[config.mk]
export PLATFORM = sky130hd
export DESIGN_NAME = reorder_buffer_flat
export DESIGN_NICKNAME = d
export VERILOG_FILES = /design/src/rtl/reorder_buffer_if.sv /design/src/rtl/reorder_buffer.sv /design/src/flat_wrapper.sv
export SDC_FILE = /design/constraint.sdc
export NUM_CORES = 2
export LEC_CHECK = 0
export ABC_CLOCK_PERIOD_IN_PS = 52300
export CORE_MARGIN = 3
export CORE_UTILIZATION = 50
export CTS_CLUSTER_DIAMETER = 100
export DETAILED_ROUTE_END_ITERATION = 10
export PLACE_DENSITY = 0.7
export SLEW_MARGIN = 20
export SYNTH_ARGS = -nofsm -noshare
export SYNTH_HDL_FRONTEND = slang
export SYNTH_SLANG_ARGS = --single-unit
[constraint.sdc]
create_clock -name clk -period 52.3 [get_ports clk]
set_clock_uncertainty 0.05 [all_clocks]
set_input_delay 10.46 -clock clk [delete_from_list [all_inputs] [get_ports clk]]
set_output_delay 10.46 -clock clk [all_outputs]
set_load 0.01 [all_outputs]
[src/rtl/reorder_buffer_if.sv]
`default_nettype none
// ============================================================================
//  rob_pkg / reorder_buffer_if
//  Shared entry types for the reorder buffer and the bundled dispatch,
//  writeback and retire signals that connect it to the pipeline.
//  Revision: 1.0 - initial release
// ============================================================================

package rob_pkg;
  localparam int ROB_TAG_W = 4;

  typedef logic [31:0] memory_word_t;

  typedef struct packed {
    logic flush;
    logic is_branch;
    logic is_store;
    logic reg_write;
  } rob_ctrl_t;

  typedef struct packed {
    logic                 ready;
    memory_word_t         value;
    logic [ROB_TAG_W-1:0] tag;
    rob_ctrl_t            ctrl_bits;
    logic [4:0]           dest;
    memory_word_t         pc;
  } rob_entry_t;
endpackage

interface reorder_buffer_if #(
  parameter int DEPTH = 1 << rob_pkg::ROB_TAG_W,
  parameter int TAG_W = $clog2(DEPTH)
);
  import rob_pkg::*;

  logic             dispatch_valid;
  rob_entry_t       dispatch_entry;
  logic [TAG_W-1:0] dispatch_tag;
  logic             full;
  logic             empty;
  logic [TAG_W:0]   count;
  logic             wb_valid;
  logic [TAG_W-1:0] wb_tag;
  memory_word_t     wb_value;
  logic             wb_flush;
  rob_entry_t       rob_head;
  logic             rob_decrement;
  logic             flush;

  // Reorder buffer side
  modport master (
    input  dispatch_valid, dispatch_entry, wb_valid, wb_tag, wb_value,
           wb_flush, rob_decrement, flush,
    output dispatch_tag, full, empty, count, rob_head
  );

  // Pipeline side (dispatch, execute, retire)
  modport slave (
    output dispatch_valid, dispatch_entry, wb_valid, wb_tag, wb_value,
           wb_flush, rob_decrement, flush,
    input  dispatch_tag, full, empty, count, rob_head
  );
endinterface
`default_nettype wire

[src/rtl/reorder_buffer.sv]
`default_nettype none
// ============================================================================
//  reorder_buffer
//  Circular in-order reorder buffer. Allocates one entry per dispatch at the
//  tail, completes entries on writeback, presents the oldest entry to retire
//  and pops it on rob_decrement. flush discards every live entry.
//  Optional feature macro: ROB_WB_BYPASS_EN (same-cycle writeback forward
//  into rob_head).
//  Revision: 1.0 - initial release
// ============================================================================

module reorder_buffer
  import rob_pkg::*;
#(
  parameter int DEPTH = 1 << ROB_TAG_W,
  parameter int TAG_W = $clog2(DEPTH)
) (
  input  wire logic        clk,
  input  wire logic        reset,
  reorder_buffer_if.master bus
);

  localparam logic [TAG_W:0]   DEPTH_CNT = (TAG_W+1)'(DEPTH);
  localparam logic [TAG_W-1:0] PTR_ONE   = TAG_W'(1);

  rob_entry_t       slots [DEPTH];
  logic [DEPTH-1:0] valid;
  logic [TAG_W-1:0] head;
  logic [TAG_W-1:0] tail;
  logic [TAG_W:0]   count;

  logic       is_full;
  logic       is_empty;
  logic       do_dispatch;
  logic       do_pop;
  logic       do_wb;
  rob_entry_t dispatch_fill;
  rob_entry_t head_view;

  // Occupancy comes from the registered count only, never from pointer equality
  assign is_full     = (count == DEPTH_CNT);
  assign is_empty    = (count == '0);
  assign do_dispatch = bus.dispatch_valid && !is_full;
  assign do_pop      = bus.rob_decrement && !is_empty;
  assign do_wb       = bus.wb_valid && valid[bus.wb_tag];

  // New entry: caller payload with tag forced to the slot and completion state cleared
  always_comb begin
    dispatch_fill                 = bus.dispatch_entry;
    dispatch_fill.tag             = ROB_TAG_W'(tail);
    dispatch_fill.ready           = 1'b0;
    dispatch_fill.value           = '0;
    dispatch_fill.ctrl_bits.flush = 1'b0;
  end

  // Pointer, count and per-slot valid bookkeeping; flush wins over everything
  always_ff @(posedge clk or posedge reset) begin
    if (reset) begin
      head  <= '0;
      tail  <= '0;
      count <= '0;
      valid <= '0;
    end else if (bus.flush) begin
      head  <= '0;
      tail  <= '0;
      count <= '0;
      valid <= '0;
    end else begin
      // Dispatch and pop never hit the same slot: that needs count 0 or DEPTH
      if (do_dispatch) begin
        valid[tail] <= 1'b1;
        tail        <= tail + PTR_ONE;
      end
      if (do_pop) begin
        valid[head] <= 1'b0;
        head        <= head + PTR_ONE;
      end
      case ({do_dispatch, do_pop})
        2'b10:   count <= count + 1'b1;
        2'b01:   count <= count - 1'b1;
        default: count <= count;
      endcase
    end
  end

  // Entry storage: dispatch fills the tail slot, writeback completes a live slot
  always_ff @(posedge clk or posedge reset) begin
    if (reset) begin
      for (int i = 0; i < DEPTH; i++) begin
        slots[i] <= '0;
      end
    end else if (!bus.flush) begin
      if (do_dispatch) begin
        slots[tail] <= dispatch_fill;
      end
      // The tail slot is never valid while a dispatch is accepted, so no overlap
      if (do_wb) begin
        slots[bus.wb_tag].ready           <= 1'b1;
        slots[bus.wb_tag].value           <= bus.wb_value;
        slots[bus.wb_tag].ctrl_bits.flush <= bus.wb_flush;
      end
    end
  end

  // Oldest entry for retire; all-zero when nothing is live
  always_comb begin
    head_view = '0;
    if (!is_empty) begin
      head_view = slots[head];
`ifdef ROB_WB_BYPASS_EN
      // Forward a writeback aimed at the head so retire can pop this cycle
      if (bus.wb_valid && (bus.wb_tag == head)) begin
        head_view.ready           = 1'b1;
        head_view.value           = bus.wb_value;
        head_view.ctrl_bits.flush = bus.wb_flush;
      end
`endif
    end
  end

  assign bus.rob_head     = head_view;
  assign bus.dispatch_tag = tail;
  assign bus.full         = is_full;
  assign bus.empty        = is_empty;
  assign bus.count        = count;

endmodule
`default_nettype wire

[src/flat_wrapper.sv]
// flat-port wrapper written by rule: the top's interface ports become plain ports
module reorder_buffer_flat import rob_pkg::*;
#(
  parameter int DEPTH = 1 << ROB_TAG_W,
  parameter int TAG_W = $clog2(DEPTH)
)
  (clk, reset, bus_dispatch_valid, bus_dispatch_entry, bus_wb_valid, bus_wb_tag, bus_wb_value, bus_wb_flush, bus_rob_decrement, bus_flush, bus_dispatch_tag, bus_full, bus_empty, bus_count, bus_rob_head);
  reorder_buffer_if #(.DEPTH(DEPTH), .TAG_W(TAG_W)) bus_i ();
  input  wire logic clk;
  input  wire logic reset;
  input wire logic [$bits(bus_i.dispatch_valid)-1:0] bus_dispatch_valid;
  input wire logic [$bits(bus_i.dispatch_entry)-1:0] bus_dispatch_entry;
  input wire logic [$bits(bus_i.wb_valid)-1:0] bus_wb_valid;
  input wire logic [$bits(bus_i.wb_tag)-1:0] bus_wb_tag;
  input wire logic [$bits(bus_i.wb_value)-1:0] bus_wb_value;
  input wire logic [$bits(bus_i.wb_flush)-1:0] bus_wb_flush;
  input wire logic [$bits(bus_i.rob_decrement)-1:0] bus_rob_decrement;
  input wire logic [$bits(bus_i.flush)-1:0] bus_flush;
  output wire logic [$bits(bus_i.dispatch_tag)-1:0] bus_dispatch_tag;
  output wire logic [$bits(bus_i.full)-1:0] bus_full;
  output wire logic [$bits(bus_i.empty)-1:0] bus_empty;
  output wire logic [$bits(bus_i.count)-1:0] bus_count;
  output wire logic [$bits(bus_i.rob_head)-1:0] bus_rob_head;
  assign bus_i.dispatch_valid = bus_dispatch_valid;
  assign bus_i.dispatch_entry = bus_dispatch_entry;
  assign bus_i.wb_valid = bus_wb_valid;
  assign bus_i.wb_tag = bus_wb_tag;
  assign bus_i.wb_value = bus_wb_value;
  assign bus_i.wb_flush = bus_wb_flush;
  assign bus_i.rob_decrement = bus_rob_decrement;
  assign bus_i.flush = bus_flush;
  assign bus_dispatch_tag = bus_i.dispatch_tag;
  assign bus_full = bus_i.full;
  assign bus_empty = bus_i.empty;
  assign bus_count = bus_i.count;
  assign bus_rob_head = bus_i.rob_head;
  reorder_buffer #(.DEPTH(DEPTH), .TAG_W(TAG_W)) u_core (.clk(clk), .reset(reset), .bus(bus_i));
endmodule
==> flow_summary.json <==
{
  "dp_hpwl_um": 80700,
  "vias": 37400,
  "final_util_pct": 56.7,
  "nNetsFinal": 4577,
  "grt-ovfl-total": 0,
  "die_area_mm2": 0.121,
  "clk_transition_reported_paths_ps": 60,
  "pre_cts_ws_ps": 36370,
  "initial_core_util_pct": 50.8,
  "whs_ps": 410,
  "cts_sinks": 1277,
  "via_per_inst": 6.16,
  "die_w_um": 348,
  "grt_max_degree": 186,
  "drc_errors": 0,
  "cts_made_buffers": 135,
  "min_path_type": "reg -> reg",
  "syn_to_final_growth_pct": 11.6,
  "timing_worst_setup_path_type": "reg -> out",
  "routedWlPerCell_um": 25.4,
  "grt_pass1_vias": 38800,
  "gp_congestion": 0.760,
  "crit_path_frequent_cell": "buf_4",
  "fmax_ghz": 0.0606,
  "syn-num-nets": 4666,
  "finalSetupViolations": 0,
  "vdd_ir_drop_max_mv": 0.0415,
  "synth_area_leaders": "dfrtp_1 55%, mux2_2 12%, mux4_2 12%",
  "grtUsageMet1_pct": 35.1,
  "cts_resized": 0,
  "yosysTopAreaCell": "dfrtp_1",
  "cp_data_arrival_time_ps": 5990,
  "placed_area_mm2": 0.0607,
  "ys.flop_type": "dfrtp_1",
  "synth_edf_count": 0,
  "drt_iter0_drc": 3511,
  "synth_common_cells": "1277 x dfrtp_1, 831 x nand2_1, 625 x mux2_2",
  "path_max_fanout": 46,
  "synth.distinct_cells": 57,
  "r2r-start": "u_core.bus.dispatch_tag[1]$_DFFE_PP0P_",
  "period_needed_ps": 16500,
  "postCtsHoldBufs": 0,
  "yosysMostFrequentCell": "dfrtp_1",
  "setup_slack_ps": 35800,
  "design_area_mm2": 0.0652,
  "end_kind": "output pin",
  "cts.path.max_buffers": 3,
  "core_area_mm2": 0.115,
  "postCtsSetupBuffers": 0,
  "grt_pass1_wl_um": 239000,
  "track_usage_pct": 25.6,
  "syn-instance-count": 4535,
  "tritoncts": "yes",
  "crit_required_ps": 41790,
  "crit_path_end": "bus_rob_head[52]",
  "die_height_um": 348,
  "postSynthAreaPerCell_um2": 12.9,
  "top_usage_layer": "met2",
  "clockRootBuffer": "clkbuf_16",
  "slew_headroom_pct": 21.5,
  "status": "finished clean",
  "syn_area_mm2": 0.0585,
  "fin_crit_sh_pct": 31.6,
  "reg2regPathDepth": 5,
  "gr-usage-met2_pct": 41.5,
  "rows": 124,
  "cellPowerDensity_mw_per_mm2": 40.8,
  "fill_cells": 9146,
  "crit_slowest_cell": "dfrtp_4",
  "io_buffers": 171,
  "r2r_setup_slack_ps": 48350,
  "crit_start": "u_core.head[0]$_DFFE_PP0P_",
  "cpPeakStageDelay_ps": 1040,
  "drtAntennaViolNets": 0,
  "hold_viol": 0,
  "synth-seq-cells": 1277,
  "ys_seq_area_share_pct": 54.7,
  "drive_gt1_share_pct": 28.1,
  "worstPathCellList": "buf_4 -> buf_4 -> buf_4 -> mux4_2 -> mux2i_1 -> o22ai_1 -> clkdlybuf4s50_1",
  "drv_cap": 0,
  "p_leak_nw": 29.3,
  "wirelength_um": 154000,
  "slew_violations": 0,
  "rsz0062_at_grt": "no",
  "crit_path_start_kind": "register",
  "synth_top_area_share_pct": 54.7,
  "clock_latency_ps": 740,
  "async_flop_share_pct": 100,
  "synth_warnings": 0,
  "worst_pin_slew_ps": 1180,
  "dr.pass1.iters": 9,
  "grt_util_met3_pct": 4.62,
  "antenna_found_initial": 8,
  "tns_ps": 0,
  "io_pins": 210,
  "htreeDepth": 4
}
-- power by group --
group / internal, mW / total [mW] / switching [mW]
sequential: 1.06 / 1.12 / 0.0551
combinational: 0.280 / 0.562 / 0.282
clock: 0.574 / 0.982 / 0.408
total: 1.92 / 2.66 / 0.745
-- cells in the final DEF (no fill, tap or decap), types with 78 or more instances in the layout --
cell type	instances
mux2_2	625
clkdlybuf4s50_1	171
o21ai_0	323
clkbuf_16	135
nand2_1	831
a22o_1	132
o22ai_1	78
mux4_2	312
nand3_1	102
dfrtp_1	1274
mux2i_1	159
-- stage by stage --
stage	total power, mW	std cells
after floorplan	1.52	4535
after global placement	1.70	5821
after detailed placement	1.71	5821
after CTS	2.69	6060
after global routing	2.78	6062
final	2.66	6064
-- kinds of logic after synthesis --
kind of cell | share of synthesized area [%]
flip-flops | 54.7
multiplexers | 27.3
AND/OR/NAND/NOR | 7.58
AO/OA/AOI/OAI | 6.38
buffers and inverters | 3.70
XOR/XNOR | 0.150
adder cells (fa/ha/maj) | 0.214
-- how the worst min path moves through the flow --
stage                     startpoint  endpoint  slack, ps  cells after the start
after floorplan             register  register        380                      1
after global placement      register  register        390                      1
after detailed placement    register  register        400                      1
after CTS                   register  register        410                      1
after global routing        register  register        430                      1
final                       register  register        410                      1
-- cell type report --
class | instances | area, µm² | share of cell area (%)
repair buffers | 233 | 2260 | 3.47
inverters | 15 | 63.8 | 0.0978
diodes | 4 | 10.0 | 0.0153
clock buffers | 192 | 3870 | 5.94
clock inverters | 47 | 669 | 1.03
multi-input cells | 2784 | 24500 | 37.6
flip-flops and latches | 1277 | 32000 | 49.0
well taps | 1512 | 1890 | 2.90
-- per-layer routing --
metal  share of wire [%]  vias to the layer above
met5               0.027                        -
met4                 3.3                        6
met3                 6.7                      290
met2                  48                     1365
met1                  42                    19700
li1                    -                    16000
-- critical path: cells and delay by family, from the launching register on --
kind	cells	cell delay [ps]
multiplexers	2	900
flip-flops	1	1040
AO/OA/AOI/OAI	1	220
buffers and inverters	4	2980
(Power assumes the default switching activity.)
